==> src/rtl/adapt_speed_ctl.sv <==
// ADPCM (G.721/G.726) adaptation speed control: DMS/DML averages, AP speed control, AL limiter.
// Define ADAPT_SPD_AL_REG_EN to register AL instead of deriving it combinationally from AP.
module adapt_speed_ctl (
  input  logic        clk,
  input  logic        reset,
  input  logic        en,
  input  logic [3:0]  I,
  input  logic [12:0] Y,
  input  logic        TDP,
  input  logic        TR,
  output logic [6:0]  AL,
  output logic [9:0]  AP,
  output logic [11:0] DMS,
  output logic [13:0] DML
);

  logic [2:0]         im;
  logic [2:0]         fi;
  logic signed [12:0] dif_a;
  logic [11:0]        inc_a;
  logic [11:0]        dmsp;
  logic signed [14:0] dif_b;
  logic [13:0]        inc_b;
  logic [13:0]        dmlp;
  logic signed [14:0] dif_c;
  logic [14:0]        difm;
  logic [10:0]        dthr;
  logic               ax;
  logic signed [10:0] dif_d;
  logic [9:0]         inc_d;
  logic [9:0]         app;
  logic [9:0]         apr;

  function automatic logic [6:0] lima(input logic [9:0] a);
    return (a >= 10'd256) ? 7'd64 : {1'b0, a[7:2]};
  endfunction

  always_comb begin
    im = I[3] ? ~I[2:0] : I[2:0];
    unique case (im)
      3'd3, 3'd4, 3'd5: fi = 3'd1;
      3'd6:             fi = 3'd3;
      3'd7:             fi = 3'd7;
      default:          fi = 3'd0;
    endcase
  end

  // Shift results are truncated to the register width; adds wrap modulo 2^N.
  always_comb begin
    dif_a = {1'b0, fi, 9'b0} - {1'b0, DMS};
    inc_a = 12'(dif_a >>> 5);
    dmsp  = DMS + inc_a;

    dif_b = {1'b0, fi, 11'b0} - {1'b0, DML};
    inc_b = 14'(dif_b >>> 7);
    dmlp  = DML + inc_b;

    dif_c = {1'b0, dmsp, 2'b0} - {1'b0, dmlp};
    difm  = dif_c[14] ? 15'(-dif_c) : 15'(dif_c);
    dthr  = dmlp[13:3];
    ax    = !((Y >= 13'd1536) && (difm < {4'b0, dthr}) && !TDP);

    dif_d = {1'b0, ax, 9'b0} - {1'b0, AP};
    inc_d = 10'(dif_d >>> 4);
    app   = AP + inc_d;

    apr   = TR ? 10'd256 : app;
  end

  always_ff @(posedge clk or posedge reset) begin
    if (reset) begin
      DMS <= '0;
      DML <= '0;
      AP  <= '0;
    end else if (en) begin
      DMS <= dmsp;
      DML <= dmlp;
      AP  <= apr;
    end
  end

`ifdef ADAPT_SPD_AL_REG_EN
  always_ff @(posedge clk or posedge reset) begin
    if (reset)   AL <= '0;
    else if (en) AL <= lima(apr);
  end
`else
  always_comb AL = lima(AP);
`endif

endmodule

==> config.mk <==
export PLATFORM = sky130hd
export DESIGN_NAME = adapt_speed_ctl
export DESIGN_NICKNAME = d
export VERILOG_FILES = /design/src/rtl/adapt_speed_ctl.sv
export SDC_FILE = /design/constraint.sdc
export NUM_CORES = 1
export LEC_CHECK = 0
export BUFFER_PORTS_ARGS = -buffer_cell sky130_fd_sc_hd__buf_2
export CORE_ASPECT_RATIO = 0.75
export CORE_MARGIN = 8
export CORE_UTILIZATION = 59
export CTS_BUF_LIST = sky130_fd_sc_hd__clkbuf_4
export CTS_CLUSTER_SIZE = 12
export DETAILED_ROUTE_END_ITERATION = 10
export PLACE_DENSITY = 0.8
export REMOVE_ABC_BUFFERS = 1
export SLEW_MARGIN = 10
export SYNTH_ARGS = -nofsm -noshare
export SYNTH_HDL_FRONTEND = slang
export SYNTH_SLANG_ARGS = --single-unit
==> constraint.sdc <==
create_clock -name clk -period 9.5 [get_ports clk]
set_input_delay 0.475 -clock clk [delete_from_list [all_inputs] [get_ports clk]]
set_output_delay 0.475 -clock clk [all_outputs]
set_load 0.05 [all_outputs]
==> out/results.ini <==
[floorplan]
chipHeight_um=91.2
num_io_pins=65
die_w_um=116
core_um2=7330
initial_core_util=0.607
row_count=27
die_area_um2=10600

[timing]
worstMarginPinSlew_ns=0.653
max_freq_mhz=113
skew_ns=0.00546
tns_ns=0
hold_viol=0
finalSetupViolations=0
rsz0062_at_grt=no
maxSlewHeadroom=0.561
finalCritPeriodShare=0.930
slew_viol_final=0
min_period_ns=8.83

[grt]
grt_pass1_vias=3842
antenna_found_initial=0
grtUsageTotal=0.213
gr-total-overflow=0
grt_max_degree=45
grt_pass1_wl_um=18500

[routing]
drc_errors=0
via_per_inst=5.87
antenna_left=0
wl_per_cell_um=16.3
wirelength_um=11200
drtIter0Drc=224
firstDrtPassIters=5
vias=4024

[clock_network]
htree_levels=2
cts_made_buffers=5
cts.root.buffer_cell=clkbuf_4
insertion_delay_ns=0.35
clk_pin_slew_ns=0.13
cts_tree=built
hold_buffers=0
clk_path_buf_depth=2
cts_num_sinks=36
post_cts_buffers=0

[logic_synthesis]
synth_warnings=0
yosys.area_share.xor_xnor=0.122
synth_ff_type=dfrtp_1
yosys.area_share.adder=0.177
synth_top_family_by_area=compound AO/OA/AOI/OAI gates
seq_area_frac_synth=0.202
ys_ff_latch=36
synth_cells=523
netlist_area_um2=4450
muxShareOfSynthArea=0.0529
synth-simple-area-share=0.164
synth_compound_area_frac=0.239
synthArstFlopShare=1.00
synth_edf_count=0
avgSynthCellArea_um2=8.51
synth.distinct_cells=59

[worst_setup_path]
endpoint_kind=register
arrival_ns=9.09
worstPathMaxFanout=4
cp.required_ns=9.76
worstSetupStartpointType=register
slowest_delay_ns=0.44
crit_path_frequent_cell=ha_1
worstSetupPathType=reg2reg
slowest_stage=dfrtp_1

[placement]
place_hpwl_um=8930
io_buffers=55
gp_congestion=0.877

[run]
maxCapViolations=0

[layout]
area.growth.synth_to_final_pct=11.0
layout.nets=665
antenna_cells=0
fillCellCount=620
drive_gt1_frac=0.173

[status]
status=finished clean

[worst_hold_path]
worstHoldPathType=in2async

[kinds of logic (layout without fill, tap and decap cells)]
family | Yosys count | count (layout)
AOI/OAI and AO/OA | 150 | 150
xor gates and xnor gates | 62 | 62
adders and majority gates | 61 | 61
buffers and inverters | 51 | 112
DFF | 36 | 36
muxes | 22 | 22
and+or+nand+nor | 141 | 141
[stage by stage]
step | hold WS [ns] | std cells | cell area [µm²] | utilization | setup WS (ns)
detailed placement | 0.521 | 677 | 4870 | 0.665 | 0.476
floorplan | 0.560 | 513 | 4410 | - | 1.08
global placement | 0.521 | 677 | 4870 | 0.665 | 0.766
finish | 0.223 | 685 | 4940 | 0.674 | 0.668
CTS | 0.239 | 685 | 4930 | 0.672 | 0.507
global route | 0.249 | 685 | 4940 | 0.674 | 0.00912
[layout by cell type (no fill, tap or decap), types with 3 or more instances in the layout]
cell type | synthesis | final
ha_1 | 57 | 57
buf_2 | 1 | 55
xnor2_1 | 46 | 46
nor2_1 | 45 | 45
inv_1 | 41 | 41
a21oi_1 | 39 | 37
dfrtp_1 | 36 | 36
nand2_1 | 23 | 23
o21ai_0 | 23 | 23
xor2_1 | 16 | 16
nor3_1 | 15 | 15
o21a_1 | 14 | 14
mux2_2 | 12 | 12
a21o_1 | 11 | 11
nor2b_1 | 10 | 10
nand2b_1 | 10 | 10
mux2i_1 | 10 | 10
a211oi_1 | 10 | 10
o21bai_1 | 8 | 8
buf_4 | 0 | 8
or3_1 | 7 | 7
clkbuf_4 | 0 | 7
o211ai_1 | 6 | 6
nand3_1 | 5 | 5
o22ai_1 | 5 | 5
nor4_1 | 4 | 4
and2_1 | 4 | 4
o31ai_1 | 5 | 4
and3_1 | 4 | 4
or4_1 | 3 | 3
nor3b_1 | 3 | 3
a31oi_1 | 3 | 3
fa_1 | 3 | 3
[synthesized netlist by cell type, types with 11 or more instances]
master   count  area (µm²)
ha_1        57         713
xnor2_1     46         403
nor2_1      45         169
inv_1       41         154
a21oi_1     39         195
dfrtp_1     36         901
nand2_1     23        86.3
o21ai_0     23         115
xor2_1      16         140
nor3_1      15        75.1
o21a_1      14         105
mux2_2      12         135
a21o_1      11        82.6
[registers in the layout, indices dropped and copies added (netlist names)]
register	cells
DMS	12
AP	10
DML	14
[area by class of cell]
type | count | area [µm²] | area share
Inverter | 41 | 154 | 0.0311
Multi-Input combinational cell | 436 | 3370 | 0.682
Sequential cell | 36 | 901 | 0.182
Clock buffer | 7 | 52.6 | 0.0106
Clock inverter | 1 | 3.75 | 0.000759
Tap cell | 101 | 126 | 0.0256
Timing Repair Buffer | 63 | 335 | 0.0678
[critical path, delay by kind of cell (launching register included)]
| family | cells | cell delay [ns] |
|---|---|---|
| DFF | 1 | 0.44 |
| and+or+nand+nor | 13 | 2.16 |
| adders and majority gates | 5 | 1.58 |
| muxes | 1 | 0.26 |
| buffers and inverters | 2 | 0.31 |
| xor gates and xnor gates | 3 | 0.65 |
| AOI/OAI and AO/OA | 18 | 3.32 |
[layer usage]
metal / routed length [µm] / GRT usage / vias up / part of all wire
li1: - / - / 2014 / -
met1: 5370 / 0.295 / 1885 / 0.48
met2: 5040 / 0.335 / 112 / 0.45
met3: 647 / 0.0324 / 13 / 0.058
met4: 122 / 0.0549 / 0 / 0.011
met5: 0 / 0 / - / 0
[timing repair]
action | CTS | global route
gates resized for setup | 0 | 3
endpoints found under the hold margin | 0 | 0
setup endpoints to repair | 0 | 2
[final timing paths]
path	cells past startpoint	endpoint	from	slack, ns
max	42	AP[9]	DML[3]	0.67
min	3	DML[13]	reset	0.22
max reg2reg	42	AP[9]	DML[3]	0.67
min reg2reg	1	DMS[11]	DMS[11]	0.54
max in group asynchronous	3	DMS[6]	reset	8.92
min in group clk	2	AP[0]	TR	0.38
Power is not shown: default switching activity piles up to over one toggle a cycle in this logic, so the estimate is an artifact.
